$ cat config.mk
export PLATFORM = sky130hd
export DESIGN_NAME = i2c_req_arbiter
export DESIGN_NICKNAME = d
export VERILOG_FILES = /design/src/rtl/i2c_req_arbiter.sv
export SDC_FILE = /design/constraint.sdc
export NUM_CORES = 1
export LEC_CHECK = 0
export ABC_AREA = 1
export CAP_MARGIN = 40
export CORE_UTILIZATION = 48
export CTS_BUF_LIST = sky130_fd_sc_hd__clkbuf_16
export DETAILED_ROUTE_END_ITERATION = 7
export PLACE_DENSITY_LB_ADDON = 0.12
export SKIP_LAST_GASP = 1
export SLEW_MARGIN = 20
export SYNTH_ARGS = -nofsm -noshare
export SYNTH_HDL_FRONTEND = slang
export SYNTH_SLANG_ARGS = --single-unit
$ cat constraint.sdc
create_clock -name clk -period 2.6 [get_ports clk]
set_clock_uncertainty 0.05 [all_clocks]
set_input_delay 0.52 -clock clk [delete_from_list [all_inputs] [get_ports clk]]
set_output_delay 0.52 -clock clk [all_outputs]
set_load 0.01 [all_outputs]
$ cat src/rtl/i2c_req_arbiter.sv
// Round-robin arbiter sharing one i2c_master between NUM_REQ requesters.
// Grants one level request at a time and sequences start/done with the master.
module i2c_req_arbiter #(
  parameter int NUM_REQ        = 4,
  parameter int TIMEOUT_CYCLES = 100_000,
  parameter int GAP_CYCLES     = 4
) (
  input  logic                 clk,
  input  logic                 arst,
  input  logic [NUM_REQ-1:0]   req,
  input  logic [7*NUM_REQ-1:0] req_addr,
  input  logic [NUM_REQ-1:0]   req_rw,
  input  logic [8*NUM_REQ-1:0] req_wdata,
  output logic [NUM_REQ-1:0]   gnt,
  output logic [NUM_REQ-1:0]   done,
  output logic                 err,
  output logic [7:0]           rdata,
  output logic                 busy,
  output logic                 m_start,
  output logic [6:0]           m_addr,
  output logic                 m_rw,
  output logic [7:0]           m_wdata,
  input  logic                 m_done,
  input  logic [7:0]           m_rdata,
  input  logic                 m_rdata_done
);

  localparam int PW = (NUM_REQ > 1) ? $clog2(NUM_REQ) : 1;
  localparam int TW =
    (TIMEOUT_CYCLES > 1) ? $clog2(TIMEOUT_CYCLES) : 1;
  localparam int GW =
    (GAP_CYCLES > 0) ? $clog2(GAP_CYCLES + 1) : 1;
  localparam int GLAST = (GAP_CYCLES > 0) ? GAP_CYCLES - 1 : 0;

  typedef enum logic [2:0] {
    S_IDLE,
    S_START,
    S_WAIT,
    S_DONE,
    S_GAP
  } state_t;

  state_t state, state_n;

  logic [PW-1:0]      ptr;
  logic [PW-1:0]      gidx;
  logic [TW-1:0]      tcnt;
  logic [GW-1:0]      gcnt;
  logic [7:0]         cap;
  logic [PW-1:0]      win;
  logic               found;
  int                 idx;
  logic [6:0]         sel_addr;
  logic               sel_rw;
  logic [7:0]         sel_wdata;
  logic [NUM_REQ-1:0] sel_oh;
  logic               tmo;
  logic               fin;

  // Search begins just after the last served requester.
  always_comb begin
    win   = '0;
    found = 1'b0;
    idx   = 0;
    for (int k = 1; k <= NUM_REQ; k++) begin
      idx = (int'(ptr) + k) % NUM_REQ;
      if (!found && req[PW'(idx)]) begin
        found = 1'b1;
        win   = PW'(idx);
      end
    end
  end

  always_comb begin
    sel_addr  = '0;
    sel_rw    = 1'b0;
    sel_wdata = '0;
    sel_oh    = '0;
    for (int i = 0; i < NUM_REQ; i++) begin
      if (win == PW'(i)) begin
        sel_addr  = req_addr[7*i +: 7];
        sel_rw    = req_rw[i];
        sel_wdata = req_wdata[8*i +: 8];
        sel_oh[i] = 1'b1;
      end
    end
  end

  assign tmo     = (tcnt >= TW'(TIMEOUT_CYCLES - 1));
  assign fin     = m_done || tmo;
  assign m_start = (state == S_START);
  assign busy    = (state != S_IDLE);

  always_comb begin
    state_n = state;
    unique case (state)
      S_IDLE:  if (found) state_n = S_START;
      S_START: state_n = S_WAIT;
      S_WAIT:  if (fin) state_n = S_DONE;
      S_DONE:  state_n = (GAP_CYCLES == 0) ? S_IDLE : S_GAP;
      S_GAP:   if (gcnt == GW'(GLAST)) state_n = S_IDLE;
      default: state_n = S_IDLE;
    endcase
  end

  always_ff @(posedge clk or posedge arst) begin
    if (arst) state <= S_IDLE;
    else      state <= state_n;
  end

  always_ff @(posedge clk or posedge arst) begin
    if (arst) begin
      gnt     <= '0;
      done    <= '0;
      err     <= 1'b0;
      rdata   <= '0;
      m_addr  <= '0;
      m_rw    <= 1'b0;
      m_wdata <= '0;
      ptr     <= PW'(NUM_REQ - 1);
      gidx    <= '0;
      tcnt    <= '0;
      gcnt    <= '0;
      cap     <= '0;
    end else begin
      unique case (state)
        S_IDLE: begin
          if (found) begin
            gnt     <= sel_oh;
            gidx    <= win;
            m_addr  <= sel_addr;
            m_rw    <= sel_rw;
            m_wdata <= sel_wdata;
            tcnt    <= '0;
          end
        end
        // The START cycle counts toward the timeout window.
        S_START: tcnt <= tcnt + 1'b1;
        S_WAIT: begin
          if (m_rdata_done) cap <= m_rdata;
          if (fin) begin
            done <= gnt;
            err  <= !m_done;
            if (m_rw) rdata <= m_rdata_done ? m_rdata : cap;
          end else begin
            tcnt <= tcnt + 1'b1;
          end
        end
        S_DONE: begin
          done <= '0;
          err  <= 1'b0;
          gnt  <= '0;
          ptr  <= gidx;
          gcnt <= '0;
        end
        S_GAP: begin
          if (gcnt != GW'(GLAST)) gcnt <= gcnt + 1'b1;
        end
        default: ;
      endcase
    end
  end

endmodule

== Word level (Yosys, flattened, before mapping) ==
Index checks and enable logic that the tools add are counted.

* Equal/unequal tests: 14
* $add $sub $neg: 6
* Bitwise operators: 0
* Shifts and indexed selects: 0
* Reduce and logical (&&, ||, !) cells: 22
* Div/mod/pow operators: 0
* Multiplexer cells: 52
* Multiply operators: 0
* $lt $le $gt $ge: 5

{| class="wikitable"
|+ Operators by type and width
! operator !! count
|-
| $pmux 17 s3 || 1
|-
| $mux 8 || 5
|-
| $mux 17 || 2
|-
| $mux 7 || 4
|-
| $mux 1 || 21
|-
| $add 17x1->17 const B || 1
|-
| $ge 17x17->1 const B || 1
|-
| $lt 2x4->1 const B || 4
|-
| $pmux 4 s2 || 2
|-
| $pmux 3 s5 || 1
|-
| $mux 3 || 4
|-
| $ne 2x2->1 const B || 5
|-
| $eq 3x2->1 const B || 3
|-
| $reduce_and 3->1 || 3
|-
| $bmux 1 s2 || 4
|-
| $mux 2 || 4
|-
| $mux 4 || 2
|-
| $reduce_and 2->1 || 4
|-
| $pmux 3 s2 || 1
|-
| $reduce_bool 2->1 || 3
|-
| $reduce_bool 3->1 || 2
|-
| $add 2x1->2 const B || 2
|-
| $add 2x2->2 const B || 2
|-
| $eq 2x2->1 const B || 2
|-
| other kinds (11) || 16
|}

* Memories kept: 0
* Logic and storage cells: 112
* Flip-flop bits (word level): 68
* Memory bits (read-only): 0
* RAM bits: 0
* Latch bits: 0

== Longest topological paths before layout ==
Gate-level depths: netlist of the first run.

* Depth after elaboration: 19
* Depth in mapped cells: 17
* Depth with buffers taken out: 16

== Worst setup path before layout of the first run ==
OpenSTA, ideal clock, no wires.

* Path kind: reg-to-reg
* Start point: reg ptr[0]
* End point: reg m_wdata[3]
* Setup time: 116 ps
* Data arrival time: 1803 ps
* Slack: 631 ps
* Data required time: 2434 ps
* Period minus slack after synthesis: 1969 ps
* Buffers on the path: 2
* Cell stages (with the launch flop): 18
* Cell sequence: dfstp_2 > buf_6 > inv_4 > nand2_1 > nand2_1 > nand2_2 > nand2_4 > nor2_4 > nand3_2 > nand2_2 > nand2_4 > inv_6 > nand2_8 > buf_6 > nor2_1 > nor2_1 > nand2_1 > nand2_1

* Longest elaborated chain between the ends: 19
* Elaborated cells between the ends (all ways): 39
* Classes of those cells: add/sub (4); eq/ne (3); mux (24); reduce/logical (8)

{| class="wikitable"
|+ Ends and longest elaborated chain
! what !! RTL line !! RTL
|-
| start, declared || 45 || <nowiki>logic [PW-1:0] ptr;</nowiki>
|-
| start signal, assigned || 120 || <nowiki>ptr <= PW'(NUM_REQ - 1);</nowiki>
|-
| start signal, assigned || 153 || <nowiki>ptr <= gidx;</nowiki>
|-
| $add 2x1->2 || 66 || <nowiki>idx = (int'(ptr) + k) % NUM_REQ;</nowiki>
|-
| $bmux 1 s2 || 67 || <nowiki>if (!found && req[PW'(idx)]) begin</nowiki>
|-
| $mux 1 (implied by the code) (2 in series) || 67 ||
|-
| $mux 1 || 67 ||
|-
| $logic_not 1->1 || 67 ||
|-
| $logic_and 1x1->1 || 67 ||
|-
| $mux 1 || 67 ||
|-
| $logic_not 1->1 || 67 ||
|-
| $logic_and 1x1->1 || 67 ||
|-
| $mux 1 || 67 ||
|-
| $logic_not 1->1 || 67 ||
|-
| $logic_and 1x1->1 || 67 ||
|-
| $mux 2 || 67 ||
|-
| $logic_not 2->1 || 80 || <nowiki>if (win == PW'(i)) begin</nowiki>
|-
| $mux 8 (4 in series) || 80 ||
|-
| end signal, assigned || 133 || <nowiki>m_wdata <= sel_wdata;</nowiki>
|-
| end, declared || 22 || <nowiki>output logic [7:0] m_wdata,</nowiki>
|}

Parallel ways exist; a longest one is shown, timed or not. The select of a mux whose other input is x is not followed.
A chain may end at the register's enable or synchronous reset.

== Final worst setup path of the first run ==
* Start point: reg state[0]
* End point: out busy

* Longest elaborated chain between the ends: 1

{| class="wikitable"
|+ Ends and longest elaborated chain
! what !! RTL line !! RTL
|-
| start, declared || 43 || <nowiki>state_t state, state_n;</nowiki>
|-
| start signal, assigned || 108 || <nowiki>else state <= state_n;</nowiki>
|-
| $reduce_bool 3->1 || 92 || <nowiki>assign busy = (state != S_IDLE);</nowiki>
|-
| end, declared || 18 || <nowiki>output logic busy,</nowiki>
|}

No other way between the ends.

==> out/qor.yml, run 1 <==
synth:
  syn_area_per_cell_um2: 7.09
  synth.lib_cells_used.distinct: 38
  yosys_warning_count: 0
  synth_cells: 573
  synth.yosys.seq_area_share_pct: 41.9
  synth-seq-cells: 68
  syn-cell-area_um2: 4060
  syn_nets: 656
status:
  run_status: "completed"
clock_tree:
  cts.clk_slew.worst_paths_ns: 0.06
  cts.repair.resized: 0
  cts_made_buffers: 9
  clockRootBuffer: "sky130_fd_sc_hd__clkbuf_16"
  cts_htree_levels: 3
  cts_tree: "yes"
  holdBufCountCts: 0
  clock_tree.buffer_depth: 2
  clkLatencyLatePin_ns: 0.34
  cts.sinks: 68
  post_cts_buffers: 0
route:
  drt-pass1-iter-count: 7
  route.final.wire_length_um: 10500
  drt.antenna.violating_nets: 0
  post_drt_wl_per_cell_um: 13.2
  detail_route.drc_violations: 0
  initialDrtViolationCount: 257
  post_drt_via_cell_ratio: 5.25
  dr_total_vias: 4190
placement:
  place.port_buffers: 114
  post_detail_place_hpwl_um: 7950
  dpl.cell_count: 782
  finalWeightedCongestion: 0.926
setup_path:
  critPathLaunchType: "flip-flop"
  worstPathMaxFanout: 4
  crit_start: "state[0]"
  required_ns: 2.03
  worst_setup_path_end_kind: "output pin"
  worstReg2RegStart: "ptr[0]"
  worst_setup_path_class: "reg -> out"
  worst-endpoint-arrival_ns: 1.83
run:
  maxCapViolCount: 0
finish:
  final_layout_size_suffix_gt1_share_pct: 9.09
  nets: 771
  layout.cells.most_common_list: "193 x sky130_fd_sc_hd__nand2_1, 114 x sky130_fd_sc_hd__clkdlybuf4s50_1, 69 x sky130_fd_sc_hd__nand3_1, 66 x sky130_fd_sc_hd__dfrtp_1, 57 x sky130_fd_sc_hd__nor2_1"
  post_layout_nonfiller_instances: 798
  area_growth_syn_to_layout_pct: 38.7
  layout_commonest_cell: "sky130_fd_sc_hd__nand2_1"
  final_core_util_pct: 68.6
  antenna-diode-count: 0
sta:
  fin_crit_ns: 2.40
  hold_slack_ns: 0.404
  rsz0062_at_grt: "no"
  worst_slew_margin_rel_pct: 70.7
  fmax_mhz: 416
  report.final.slew_viol_count: 0
  final_hold_viol_count: 0
  layout_worst_path_cycle_share_pct: 92.4
  setup_violation_total_in_the_final_timing_report: 0
  tns_ns: 0
  worst_pin_slew_ns: 0.438
grt:
  gr_overflow_total: 0
  globalRouteTotalUtil_pct: 25.8
  grt_max_degree: 35
  wire_length_of_the_first_global_routing_pass_um: 17700
  antenna_violations_before_repair: 0
  grt_pass1_vias: 3877
die:
  floorplan.die.width_um: 94.0
  ios: 115
  core-area_um2: 8220
  fp-row-count: 33
  die_h_um: 94.0
  floorplan.die_area_um2: 8840
  start_util_pct: 49.5
min_path:
  timing.hold.worst.class: "in -> async"
power_and_ir_drop:
  finalPower_uw: 7260
  vdd_drop_max_v: 0.000831
  p_leak_uw: 0.00258
  power_per_cell_area_nw_per_um2: 1290
## layout make-up
cell class	count	area [um^2]
timing repair buffer	126	1270
inverter	45	179
fill	657	2580
multi-input combinational	438	2050
tap	105	131
clock inverter	7	81.3
clock buffer	9	225
sequential	68	1700
## metal layers
metal	GRT usage, %	part of all wire [%]	vias up
li1	-	-	2103
met1	34.9	45	1885
met2	40.0	46	183
met3	5.26	7.2	19
met4	11.3	2.2	0
met5	0	0	-
## per-stage QoR
stage          cell area (um^2)  setup slack [ns]
4_1_cts                    5640             0.194
3_5_place_dp               5330            0.0837
3_3_place_gp               5330             0.157
6_report                   5640             0.197
2_1_floorplan              4060             0.322
5_1_grt                    5640            0.0809
## cell families (layout without fill, tap and decap cells)
family	after synthesis	in the layout	share of synthesized area, %
adders and majority gates	3	3	0.924
and+or+nand+nor	370	370	40.6
DFF	68	68	41.9
AOI/OAI and AO/OA	61	61	7.94
buffers and inverters	67	187	7.70
xor gates and xnor gates	4	4	0.862
## synth_stat cells, drive strengths merged
| master | instances | area share, % |
|---|---|---|
| nor2 | 62 | 6.3 |
| dfrtp | 66 | 41 |
| xor2 | 2 | 0.43 |
| inv | 45 | 4.4 |
| nor4b | 1 | 0.22 |
| nand4 | 18 | 2.8 |
| or3 | 1 | 0.15 |
| o211ai | 3 | 0.68 |
| buf | 14 | 2.6 |
| nand2 | 203 | 20 |
| nor4 | 1 | 0.15 |
| o21ai | 50 | 6.2 |
| o22ai | 1 | 0.15 |
| nor3b | 1 | 0.18 |
| ha | 3 | 0.92 |
| dfstp | 2 | 1.3 |
| nor3 | 5 | 0.74 |
| a21boi | 1 | 0.18 |
| a21oi | 5 | 0.62 |
| nand3 | 71 | 9.0 |
| or2 | 7 | 1.1 |
| a31oi | 1 | 0.15 |
| clkbuf | 8 | 0.74 |
| xnor2 | 2 | 0.43 |
## registers in the layout (all words and copies together), names as in the netlist, 4 cells and up
register and flops:
rdata 8, m_addr 7, gnt 4, cap 8, tcnt 17, m_wdata 8
done 4
## report_power, final
| part | internal, uW | switching [uW] | total (uW) | leakage [uW] |
|---|---|---|---|---|
| Clock | 756 | 507 | 1260 | 0.000147 |
| Sequential | 1460 | 233 | 1690 | 0.000877 |
| Combinational | 1690 | 2620 | 4310 | 0.00156 |
## worst max-delay path, cell delays in order (launching register included)
cell	delay, ns
sky130_fd_sc_hd__dfrtp_1	0.40
sky130_fd_sc_hd__nor2_1	0.13
sky130_fd_sc_hd__inv_1	0.10
sky130_fd_sc_hd__nor2_1	0.32
sky130_fd_sc_hd__inv_1	0.07
sky130_fd_sc_hd__clkdlybuf4s50_1	0.48
## final timing paths
path | cells past startpoint | slack (ns) | end
setup / recovery | 5 | 0.20 | busy
max in group asynchronous | 3 | 1.48 | ptr[0]
hold / removal | 2 | 0.40 | rdata[1]
hold reg to reg | 2 | 0.43 | rdata[1]
setup reg to reg | 15 | 0.38 | m_addr[4]
min in group clk | 2 | 0.43 | rdata[1]
No activity file was read; power rests on OpenSTA's default activity.
==> inputs of run 2 (changes only) <==
--- a/config.mk
+++ b/config.mk
@@ -7,8 +7,9 @@
 export LEC_CHECK = 0
 export ABC_AREA = 1
 export CAP_MARGIN = 40
-export CORE_UTILIZATION = 48
+export CORE_UTILIZATION = 47
 export CTS_BUF_LIST = sky130_fd_sc_hd__clkbuf_16
+export CTS_CLUSTER_DIAMETER = 100
 export DETAILED_ROUTE_END_ITERATION = 7
 export PLACE_DENSITY_LB_ADDON = 0.12
 export SKIP_LAST_GASP = 1
==> constraint.sdc (replaced) <==
create_clock -name clk -period 2.4 [get_ports clk]
set_clock_uncertainty 0.05 [all_clocks]
set_input_delay 0.48 -clock clk [delete_from_list [all_inputs] [get_ports clk]]
set_output_delay 0.48 -clock clk [all_outputs]
set_load 0.01 [all_outputs]
==> run 2 against run 1 <==
  * Sequential cell count is the same
  * Final area grew 0.78%
  * Total power grew 10%
  * Setup slack gained 0.0053 ns
  * Combinational power grew 13%
  * Non-clock buffer count grew 7
  * Via count grew 0.19%
  * Die area grew 2.1%
  * Core utilization shrank 0.15 points
  * Critical endpoint is now m_wdata[4]
  * Largest cell class unchanged
==> out/qor.yml, run 2 (synthesized netlist as in run 1, its figures left out) <==
die:
  core-area_um2: 8300  # +1.0%
  ios: 115  # unchanged
  floorplan.die_area_um2: 9020  # +2.1%
  floorplan.die.width_um: 95.0  # +1.0%
  die_h_um: 95.0  # +1.0%
  fp-row-count: 33  # unchanged
  start_util_pct: 49.0  # -0.49 points
placement:
  place.port_buffers: 114  # unchanged
  post_detail_place_hpwl_um: 8070  # +1.6%
  finalWeightedCongestion: 0.906  # -2.3%
power_and_ir_drop:
  vdd_drop_max_v: 0.000869  # +4.5%
  finalPower_uw: 8010  # +10%
  power_per_cell_area_nw_per_um2: 1410  # +9.4%
  p_leak_uw: 0.00261  # +1.1%
setup_path:
  crit_start: "ptr[0]"
  worst_setup_path_class: "reg -> reg"
  required_ns: 2.57  # +0.54 ns
  r2r.worst_path.cells: 14  # -1
  critPathTopFamily: "simple AND/OR/NAND/NOR gates"
  critPathLaunchType: "flip-flop"
  worst_path_largest_cell_delay_ns: 0.63  # +0.15 ns
  worstPathMaxFanout: 9  # +5
  cp_num_buf_inv: 3  # unchanged
  cp_common_cell: "sky130_fd_sc_hd__nand2_1"
  worstPathCellList: "inv_4 > nand2_1 > nand2_1 > nand2_2 > nand2_4 > nor2_4 > nand4_1 > nand2_4 > inv_4 > buf_4 > nand3_1 > nand4_1 > nand2_1 > nand2_1"
  critPathSlowestCell: "sky130_fd_sc_hd__dfstp_2"
  worst-endpoint-arrival_ns: 2.37  # +0.54 ns
  cp-endpoint: "m_wdata[4]"
  cp_num_cells: 14  # +9
  regToRegSetupSlack_ns: 0.20  # -0.18 ns
  worstReg2RegEnd: "m_wdata[4]"
  worstReg2RegStart: "ptr[0]"
  worst_setup_path_end_kind: "flip-flop"
clock_tree:
  cts_tree: "yes"
  cts.clk_slew.worst_paths_ns: 0.06  # about the same
  clockRootBuffer: "sky130_fd_sc_hd__clkbuf_16"
  cts_htree_levels: 3  # unchanged
  cts_made_buffers: 9  # unchanged
  clkLatencyLatePin_ns: 0.33  # about the same
  post_cts_buffers: 0  # unchanged
  cts.sinks: 68  # unchanged
  clock_tree.buffer_depth: 2  # unchanged
grt:
  gr_overflow_total: 0  # unchanged
  antenna_violations_before_repair: 0  # unchanged
  global_route_met2_usage_pct: 42.4  # +2.5 points
  globalRouteTotalUtil_pct: 25.7  # -0.081 points
  grtUsageMet1_pct: 31.6  # -3.3 points
  wire_length_of_the_first_global_routing_pass_um: 18000  # +1.5%
  grt_pass1_vias: 4032  # +4.0%
  globalRouteMet3Util_pct: 7.73  # +2.5 points
  grt_max_degree: 45  # +29%
  gr-max-usage-layer: "met2"
sta:
  final_hold_viol_count: 0  # unchanged
  fmax_mhz: 455
  worst_slew_margin_rel_pct: 72.0  # +1.3 points
  worst_pin_slew_ns: 0.418  # -0.0198 ns
  hold_slack_ns: 0.357  # -0.0461 ns
  rsz0062_at_grt: "no"
  layout_worst_path_cycle_share_pct: 91.6
  setup_violation_total_in_the_final_timing_report: 0  # unchanged
  fin_crit_ns: 2.20
  report.final.slew_viol_count: 0  # unchanged
route:
  initialDrtViolationCount: 301  # +17%
  drt-pass1-iter-count: 5  # -2
  route.final.wire_length_um: 10800  # +2.2%
  drt.antenna.violating_nets: 0  # unchanged
  post_drt_wl_per_cell_um: 13.4  # +1.3%
  dr_total_vias: 4198  # +0.19%
  post_drt_via_cell_ratio: 5.21  # -0.68%
  detail_route.drc_violations: 0  # unchanged
min_path:
  timing.hold.worst.class: "in -> async"
finish:
  nets: 778  # +0.91%
  multi_input_area_um2: 2050  # +0.24%
  antenna-diode-count: 0  # unchanged
  ff_latch_area_um2: 1700  # unchanged
  largest_reg_flops: 17  # unchanged
  layout_commonest_cell: "sky130_fd_sc_hd__nand2_1"
  layout.filler_cells: 706  # +7.5%
  area_growth_syn_to_layout_pct: 39.8
  largest_register: "tcnt"
  layout.cells.most_common_list: "193 x sky130_fd_sc_hd__nand2_1, 114 x sky130_fd_sc_hd__clkdlybuf4s50_1, 69 x sky130_fd_sc_hd__nand3_1, 66 x sky130_fd_sc_hd__dfrtp_1, 57 x sky130_fd_sc_hd__nor2_1"
  final_layout_size_suffix_gt1_share_pct: 9.71  # +0.62 points
run:
  maxCapViolCount: 0  # unchanged
status:
  run_status: "completed"
## run 2: cell types whose count changed in the layout (fill, tap and decap cells not counted), sizes merged
cell,previous run,this run
clkinv,2,5
buf,12,19
inv,48,45
## run 2: where the power goes
| group | total, uW | internal (uW) | switching (uW) |
|---|---|---|---|
| Combinational | 4890 | 1990 | 2900 |
| Clock | 1280 | 798 | 487 |
| Sequential | 1830 | 1580 | 253 |
| Total | 8010 | 4370 | 3640 |
## run 2: final cells by class
type | count | share of cell area [%]
Tap cell | 105 | 2.31
Multi-Input combinational cell | 438 | 36.1
Sequential cell | 68 | 30.0
Clock inverter | 7 | 1.19
Clock buffer | 9 | 3.96
Timing Repair Buffer | 133 | 23.3
Inverter | 45 | 3.15
## run 2: how the worst min path moves through the flow
stage	to	slack [ns]	startpoint
floorplan	gidx[1]	0.40	gidx[1]
global placement	m_wdata[7]	0.42	m_wdata[7]
detailed placement	rdata[6]	0.42	rdata[6]
CTS	cap[1]	0.35	arst
global route	cap[1]	0.38	arst
finish	cap[1]	0.36	arst
## run 2: metrics by stage
step / std cells / setup WS [ns] / utilization [%] / TNS (ns) / area, um^2
finish: 805 / 0.202 / 68.4 / 0 / 5680
global route: 805 / 0.00502 / 68.4 / 0 / 5680
CTS: 805 / 0.143 / 68.4 / 0 / 5680
detailed placement: 789 / -0.128 / 64.9 / -0.577 / 5380
global placement: 789 / -0.0338 / 64.9 / -0.143 / 5380
floorplan: 573 / 0.162 / - / 0 / 4060
## run 2: what timing repair did
action / in CTS / in global routing
gates resized for setup: 0 / 1
endpoints found under the setup margin: 0 / 5
hold buffers: 0 / 0
## run 2: per-layer routing
| metal | up-vias | part of all wire (%) |
|---|---|---|
| met5 | - | 0 |
| met4 | 0 | 2.0 |
| met3 | 23 | 7.2 |
| met2 | 140 | 48 |
| met1 | 1932 | 43 |
| li1 | 2103 | - |
